File: src/rtl/if_fetch_pkg.sv
// Shared definitions for the instruction-fetch stage.
// Latency: n/a (types and constants only).
// Backpressure: n/a.
package if_fetch_pkg;

    localparam int          REG_BUS_W = 32;
    localparam logic [31:0] ZERO_WORD = 32'h0;
    localparam logic [31:0] NOP_INST  = 32'h0;

    typedef enum logic {
        FETCH = 1'b0,
        DRAIN = 1'b1
    } fetch_state_e;

endpackage

File: src/rtl/if_fetch_if.sv
// Fetch-stage bus bundle: pipeline controls, instruction-memory handshake, IF/ID head outputs.
// Latency: n/a (wiring only).
// Backpressure: stall holds the head; imem_gnt throttles requests.
//   master: the fetch stage (drives imem_req/imem_addr and if_pc/if_inst/if_valid)
//   slave : the environment (pipeline control, instruction memory, IF/ID consumer)
interface if_fetch_if
    import if_fetch_pkg::*;
#(
    parameter int ADDR_W = 32
);
    logic              stall;
    logic              flush;
    logic              branch_taken;
    logic [ADDR_W-1:0] branch_target;
    logic              imem_req;
    logic [ADDR_W-1:0] imem_addr;
    logic              imem_gnt;
    logic              imem_rvalid;
    logic [31:0]       imem_rdata;
    logic [ADDR_W-1:0] if_pc;
    logic [31:0]       if_inst;
    logic              if_valid;

    modport master (
        input  stall, flush, branch_taken, branch_target,
        input  imem_gnt, imem_rvalid, imem_rdata,
        output imem_req, imem_addr,
        output if_pc, if_inst, if_valid
    );

    modport slave (
        output stall, flush, branch_taken, branch_target,
        output imem_gnt, imem_rvalid, imem_rdata,
        input  imem_req, imem_addr,
        input  if_pc, if_inst, if_valid
    );
endinterface

File: src/rtl/if_fetch_queue.sv
// In-order prefetch FIFO of {pc, inst}; head is presented combinationally (zero when empty).
// Latency: a pushed entry is visible at the head the cycle after the push.
// Backpressure: none internally; the caller never pushes when full. clear wins over push/pop.
//   ports: push/push_dat, pop, clear, count, head_vld/head_dat
module if_fetch_queue
    import if_fetch_pkg::*;
#(
    parameter int W     = 64,
    parameter int DEPTH = 2,
    localparam int CNT_W = $clog2(DEPTH + 1)
) (
    input  logic             clk,
    input  logic             rst,
    input  logic             push,
    input  logic [W-1:0]     push_dat,
    input  logic             pop,
    input  logic             clear,
    output logic [CNT_W-1:0] count,
    output logic             head_vld,
    output logic [W-1:0]     head_dat
);
    // DEPTH is a power of two, so the pointers wrap naturally.
    localparam int PTR_W = $clog2(DEPTH);

    logic [W-1:0]     mem_q [DEPTH];
    logic [W-1:0]     mem_d [DEPTH];
    logic [PTR_W-1:0] rd_ptr_q, rd_ptr_d;
    logic [PTR_W-1:0] wr_ptr_q, wr_ptr_d;
    logic [CNT_W-1:0] count_q, count_d;

    always_comb begin
        mem_d    = mem_q;
        rd_ptr_d = rd_ptr_q;
        wr_ptr_d = wr_ptr_q;
        count_d  = count_q;
        if (clear) begin
            rd_ptr_d = '0;
            wr_ptr_d = '0;
            count_d  = '0;
        end else begin
            if (push) begin
                mem_d[wr_ptr_q] = push_dat;
                wr_ptr_d        = wr_ptr_q + PTR_W'(1);
            end
            if (pop) begin
                rd_ptr_d = rd_ptr_q + PTR_W'(1);
            end
            count_d = count_q + CNT_W'(push) - CNT_W'(pop);
        end
    end

    always_ff @(posedge clk or posedge rst) begin
        if (rst) begin
            for (int i = 0; i < DEPTH; i++) begin
                mem_q[i] <= '0;
            end
            rd_ptr_q <= '0;
            wr_ptr_q <= '0;
            count_q  <= '0;
        end else begin
            mem_q    <= mem_d;
            rd_ptr_q <= rd_ptr_d;
            wr_ptr_q <= wr_ptr_d;
            count_q  <= count_d;
        end
    end

    assign count    = count_q;
    assign head_vld = (count_q != '0);
    assign head_dat = head_vld ? mem_q[rd_ptr_q] : '0;

endmodule

File: src/rtl/if_fetch.sv
// Instruction fetch: PC generation, imem request issue, prefetch queue, redirect with stale-response drain.
// Latency: redirect in cycle N issues the new address in N+1 (no drain); the word reaches if_* two cycles after its grant.
// Backpressure: stall holds the head; requests stop once queued + in-flight words fill the queue; imem_gnt low holds imem_addr.
//   ports: clk, rst (async, active-high), bus (if_fetch_if.master)
module if_fetch
    import if_fetch_pkg::*;
#(
    parameter int                ADDR_W   = 32,
    parameter logic [ADDR_W-1:0] RESET_PC = '0,
    parameter int                QDEPTH   = 2    // power of two, 2..8
) (
    input  logic       clk,
    input  logic       rst,
    if_fetch_if.master bus
);
    localparam int               CNT_W    = $clog2(QDEPTH + 1);
    localparam int               QW       = ADDR_W + 32;
    localparam logic [CNT_W:0]   QDEPTH_C = (CNT_W + 1)'(QDEPTH);

    fetch_state_e      state_q, state_d;
    logic [ADDR_W-1:0] fetch_pc_q, fetch_pc_d;
    logic [ADDR_W-1:0] rsp_pc_q, rsp_pc_d;
    logic [CNT_W-1:0]  outstanding_q, outstanding_d;
    logic [CNT_W-1:0]  drain_q, drain_d;

    logic              redirect;
    logic              issue;
    logic              push;
    logic              pop;
    logic              rsp_live;
    logic              rsp_stale;
    logic [CNT_W:0]    occupancy;
    logic [CNT_W-1:0]  q_count;
    logic              q_head_vld;
    logic [QW-1:0]     q_head_dat;

    assign redirect  = bus.flush | bus.branch_taken;
    assign pop       = q_head_vld & ~bus.stall & ~redirect;
    // Responses belong to the drain count first; only once it is zero are they live.
    assign rsp_stale = bus.imem_rvalid & (drain_q != '0);
    assign rsp_live  = bus.imem_rvalid & (drain_q == '0);
    // A live word arriving on a redirect cycle is already stale: drop it.
    assign push      = rsp_live & ~redirect;

    // Slot accounting counts the entry leaving this cycle as free, so a
    // 1-cycle memory with a draining consumer sustains one word per cycle.
    // Queued + in-flight never exceeds QDEPTH, so a push never meets a full queue.
    assign occupancy = {1'b0, q_count} - {{CNT_W{1'b0}}, pop} + {1'b0, outstanding_q};

    always_comb begin
        state_d       = state_q;
        fetch_pc_d    = fetch_pc_q;
        rsp_pc_d      = rsp_pc_q;
        outstanding_d = outstanding_q;
        drain_d       = drain_q;
        issue         = ~rst && (state_q == FETCH) && ~redirect && (occupancy < QDEPTH_C);

        if (redirect) begin
            fetch_pc_d    = bus.branch_target;
            rsp_pc_d      = bus.branch_target;
            // Everything still in flight becomes stale, net of this cycle's response.
            drain_d       = drain_q - CNT_W'(rsp_stale) + outstanding_q - CNT_W'(rsp_live);
            outstanding_d = '0;
            state_d       = (drain_d != '0) ? DRAIN : FETCH;
        end else begin
            if (issue && bus.imem_gnt) begin
                fetch_pc_d = fetch_pc_q + ADDR_W'(4);
            end
            if (push) begin
                rsp_pc_d = rsp_pc_q + ADDR_W'(4);
            end
            outstanding_d = outstanding_q + CNT_W'(issue && bus.imem_gnt) - CNT_W'(rsp_live);
            drain_d       = drain_q - CNT_W'(rsp_stale);
            if ((state_q == DRAIN) && (drain_d == '0)) begin
                state_d = FETCH;
            end
        end
    end

    always_ff @(posedge clk or posedge rst) begin
        if (rst) begin
            state_q       <= FETCH;
            fetch_pc_q    <= RESET_PC;
            rsp_pc_q      <= RESET_PC;
            outstanding_q <= '0;
            drain_q       <= '0;
        end else begin
            state_q       <= state_d;
            fetch_pc_q    <= fetch_pc_d;
            rsp_pc_q      <= rsp_pc_d;
            outstanding_q <= outstanding_d;
            drain_q       <= drain_d;
        end
    end

    if_fetch_queue #(
        .W     (QW),
        .DEPTH (QDEPTH)
    ) u_queue (
        .clk      (clk),
        .rst      (rst),
        .push     (push),
        .push_dat ({rsp_pc_q, bus.imem_rdata}),
        .pop      (pop),
        .clear    (redirect),
        .count    (q_count),
        .head_vld (q_head_vld),
        .head_dat (q_head_dat)
    );

    assign bus.imem_req  = issue;
    assign bus.imem_addr = fetch_pc_q;
    assign bus.if_valid  = q_head_vld;
    assign bus.if_pc     = q_head_dat[QW-1:32];
    assign bus.if_inst   = q_head_vld ? q_head_dat[31:0] : NOP_INST;

endmodule

File: src/flat_wrapper.sv
// flat-port wrapper written by rule: the top's interface ports become plain ports
module if_fetch_flat import if_fetch_pkg::*;
#(
    parameter int                ADDR_W   = 32,
    parameter logic [ADDR_W-1:0] RESET_PC = '0,
    parameter int                QDEPTH   = 2                         
)
  (clk, rst, bus_stall, bus_flush, bus_branch_taken, bus_branch_target, bus_imem_gnt, bus_imem_rvalid, bus_imem_rdata, bus_imem_req, bus_imem_addr, bus_if_pc, bus_if_inst, bus_if_valid);
  if_fetch_if #(.ADDR_W(ADDR_W)) bus_i ();
  input  logic clk;
  input  logic rst;
  input wire logic [$bits(bus_i.stall)-1:0] bus_stall;
  input wire logic [$bits(bus_i.flush)-1:0] bus_flush;
  input wire logic [$bits(bus_i.branch_taken)-1:0] bus_branch_taken;
  input wire logic [$bits(bus_i.branch_target)-1:0] bus_branch_target;
  input wire logic [$bits(bus_i.imem_gnt)-1:0] bus_imem_gnt;
  input wire logic [$bits(bus_i.imem_rvalid)-1:0] bus_imem_rvalid;
  input wire logic [$bits(bus_i.imem_rdata)-1:0] bus_imem_rdata;
  output wire logic [$bits(bus_i.imem_req)-1:0] bus_imem_req;
  output wire logic [$bits(bus_i.imem_addr)-1:0] bus_imem_addr;
  output wire logic [$bits(bus_i.if_pc)-1:0] bus_if_pc;
  output wire logic [$bits(bus_i.if_inst)-1:0] bus_if_inst;
  output wire logic [$bits(bus_i.if_valid)-1:0] bus_if_valid;
  assign bus_i.stall = bus_stall;
  assign bus_i.flush = bus_flush;
  assign bus_i.branch_taken = bus_branch_taken;
  assign bus_i.branch_target = bus_branch_target;
  assign bus_i.imem_gnt = bus_imem_gnt;
  assign bus_i.imem_rvalid = bus_imem_rvalid;
  assign bus_i.imem_rdata = bus_imem_rdata;
  assign bus_imem_req = bus_i.imem_req;
  assign bus_imem_addr = bus_i.imem_addr;
  assign bus_if_pc = bus_i.if_pc;
  assign bus_if_inst = bus_i.if_inst;
  assign bus_if_valid = bus_i.if_valid;
  if_fetch #(.ADDR_W(ADDR_W), .RESET_PC(RESET_PC), .QDEPTH(QDEPTH)) u_core (.clk(clk), .rst(rst), .bus(bus_i));
endmodule
File: config.mk
export PLATFORM = sky130hd
export DESIGN_NAME = if_fetch_flat
export DESIGN_NICKNAME = d
export VERILOG_FILES = /design/src/rtl/if_fetch_pkg.sv /design/src/rtl/if_fetch_if.sv /design/src/rtl/if_fetch_queue.sv /design/src/rtl/if_fetch.sv /design/src/flat_wrapper.sv
export SDC_FILE = /design/constraint.sdc
export NUM_CORES = 1
export LEC_CHECK = 0
export CORE_MARGIN = 2
export CORE_UTILIZATION = 35
export DETAILED_ROUTE_END_ITERATION = 6
export PLACE_DENSITY = 0.53
export SLEW_MARGIN = 5
export SYNTH_ARGS = -nofsm -noshare
export SYNTH_HDL_FRONTEND = slang
export SYNTH_HIERARCHICAL = 1
export SYNTH_SLANG_ARGS = --single-unit
File: constraint.sdc
create_clock -name clk -period 5.15 [get_ports clk]
set_input_delay 0.515 -clock clk [delete_from_list [all_inputs] [get_ports clk]]
set_output_delay 0.515 -clock clk [all_outputs]
set_load 0.05 [all_outputs]
==> results.cfg <==
[status]
status = finished clean

[detailed_routing]
drt_iter0_drc = 415
wirelength_um = 25910
viasPerCell = 4.914
drtPass1Iterations = 4
antenna_left = 0
drt-wirelength-per-cell_um = 18.13
route.detailed.drc = 0
dr_total_vias = 7022

[pwr]
switchingPower_mw = 1.285
share_comb_of_total_power = 0.208
clkPwrFrac = 0.307
p_int_mw = 2.954
powerDensity_nw_per_um2 = 331.8
swShare = 0.3031
power_leakage_nw = 5.374
ir_worst_vdd_mv = 0.2207
p_seq_frac = 0.485

[global_route]
grt_pass1_vias = 7228
grt_remaining_overflow = 0
grt_pass1_wl_um = 41660
grtUsageTotal = 0.1732
antenna_found_initial = 0
grt_start_max_net_pins = 81

[min_path]
hold_end = u_core/u_queue/mem_q[120]
min_path_type = register to register
hp-start = u_core/u_queue/mem_q[120]
hold_depth = 1

[synthesis]
postSynthCellCount = 878
syn_avg_cell_area_sq_um = 11.67
seq_area_frac_synth = 0.4859
synth_top_area_share = 0.4859
synth_seq_cells = 199
synth_nets = 960
yosys_warnings = 6
synth.distinct_cells = 51
synth_edf_count = 0
synth_top_area_cell = dfrtp_1
syn_area_sq_um = 10250
async_reset_ff_frac = 1.000
synth.area.top_cells = dfrtp_1 (49%), mux2_4 (8.8%), mux2_2 (6.9%)
synth_flop_cell = dfrtp_1

[placed_design]
dp_hpwl_um = 17590
dp.cells = 1397
numPortBuffers = 168
place.gp.congestion = 0.8306
dp_slack_ps = 810.1

[final_layout]
fin_cells = 1429
antenna_cells = 0
nFillCells = 2780
final_common_cell = dfrtp_1
regArea_sq_um = 4984
multi_input_area_sq_um = 4860
nNetsFinal = 1114
drive_above_1_share = 0.1799
areaGrowthSynthToFinish_pct = 24.65
mostFrequentLayoutCells = dfrtp_1 (198), clkdlybuf4s50_1 (167), nor2_1 (114)

[job]
drv_cap = 0

[clock_tree]
clkSinkCount = 199
ctsLongestPathBuffers = 2
htreeDepth = 4
cts_buffers = 17
cts-root-buf = clkbuf_16
cts_tree = done
cts_hold_buf = 0
cts_setup_buffers = 0
clk_latency_ps = 440
cts_resized = 0
clkTransAtPathRegs_ps = 70

[worst_setup_path]
critPathRequiredTime_ps = 4640
critPathMaxFanout = 5
critPathCaptureType = output pin
r2r-end = u_core/bus.imem_addr[30]
rr_startpoint = u_core/u_queue/count[0]
critPathArrivalTime_ps = 3570
r2r_cells = 11
worstSetupStartpointType = input pin
r2r_slack_ps = 1430
crit_type = input pin to output pin

[floorplanning]
rows = 62
dieArea_sq_um = 30670
ios = 169
coreArea_sq_um = 28780
die_h_um = 175.1
start_util = 0.3561
fp.dieW_um = 175.1

[sta]
fmax_mhz = 245.0
slew_violations = 0
tightest_slew_ps = 1052
layout_setup_ws_ps = 1068
period_share = 0.7926
slew_headroom = 0.2989
hold_viol = 0
fin_skew_ps = 15.44
setup_tns_ps = 0
rsz0062_at_grt = false
setup_viol = 0
min_period_ps = 4082
==> area by class of cell <==
cell class,instances,area share
multi-input cells,616,0.3804
flip-flops and latches,199,0.3901
clock buffers,18,0.03359
inverters,16,0.004897
clock inverters,14,0.01077
repair buffers,182,0.1426
well taps,384,0.03761
==> registers in the layout, summed over array words and instances (netlist names) <==
signal / cells
u_core/outstanding_q: 2
u_core/drain_q: 2
u_core/u_queue/rd_ptr_q: 1
u_core/u_queue/wr_ptr_q: 1
u_core/u_queue/mem_q: 128
u_core/state_q: 1
u_core/bus.imem_addr: 31
u_core/rsp_pc_q: 31
u_core/u_queue/count: 2
==> kinds of logic (layout without fill, tap and decap cells) <==
family | after synthesis | count (layout) | share of synthesized area
AOI/OAI and AO/OA | 73 | 73 | 0.03809
xor gates and xnor gates | 60 | 60 | 0.05262
adders and majority gates | 11 | 11 | 0.01416
buffers and inverters | 63 | 230 | 0.04200
DFF | 199 | 199 | 0.4859
muxes | 195 | 195 | 0.2281
and+or+nand+nor | 277 | 277 | 0.1392
==> critical path: stages <==
cell             delay [ps]
clkdlybuf4s50_1         490
nor2_4                  140
inv_1                    80
nor3b_1                 430
ha_1                    310
nand2b_1                150
fa_1                    490
nor2b_1                 300
nand2_1                 140
nor3_1                  330
buf_12                  190
==> worst max path at each step <==
stage | startpoint | end | slack [ps] | depth (start not counted)
3_3_place_gp | bus_branch_taken | u_core/bus.imem_addr[30] | 890 | 12
5_1_grt | bus_branch_taken | bus_imem_req | 920 | 11
6_report | bus_branch_taken | bus_imem_req | 1070 | 11
4_1_cts | bus_branch_taken | bus_imem_req | 1110 | 11
2_1_floorplan | u_core/u_queue/count[0] | bus_imem_req | 840 | 11
3_5_place_dp | bus_branch_taken | u_core/bus.imem_addr[30] | 810 | 12
==> power by group through the flow <==
stage | clock, mW | sequential, mW | combinational (mW)
global placement | 0 | 2.08 | 0.879
floorplan | 0 | 2.10 | 0.592
CTS | 1.34 | 2.06 | 0.894
global route | 1.41 | 2.10 | 0.983
detailed placement | 0 | 2.09 | 0.889
finish | 1.30 | 2.05 | 0.881
==> Yosys cell counts, types with 3 or more instances <==
cell,count
nor3_1,9
buf_12,6
and2_1,38
buf_6,8
and3_1,9
clkbuf_1,15
dfrtp_1,199
buf_1,3
o21ai_0,5
xor2_1,30
nor4_1,5
buf_4,7
nand2_1,28
a31oi_1,8
ha_1,10
mux2_4,60
mux2_1,5
or3_1,3
nor2_1,116
and4_1,3
nand4_1,25
xnor2_1,29
buf_2,8
or4_1,3
nand3_1,16
o31ai_1,4
a21oi_1,54
mux2i_1,67
mux2_2,63
inv_1,16
==> metal layers <==
layer  up-vias  track usage  wire length (um)
met5         -            0                 0
met4         0      0.04826               400
met3        26      0.03198              1141
met2       168       0.2638             11550
met1      3459       0.2515             12820
li1       3369            -                 -
==> per-stage QoR <==
step                hold WS (ps)  total power [mW]  utilization  area [sq um]
CTS                        492.1             4.297       0.4439         12770
detailed placement         475.5             2.978       0.4242         12210
floorplan                  457.4             2.690            -         10250
global placement           466.6             2.960       0.4242         12210
finish                     485.5             4.239       0.4439         12770
global route               501.9             4.493       0.4439         12770
Power figures use the tool's default switching activity.
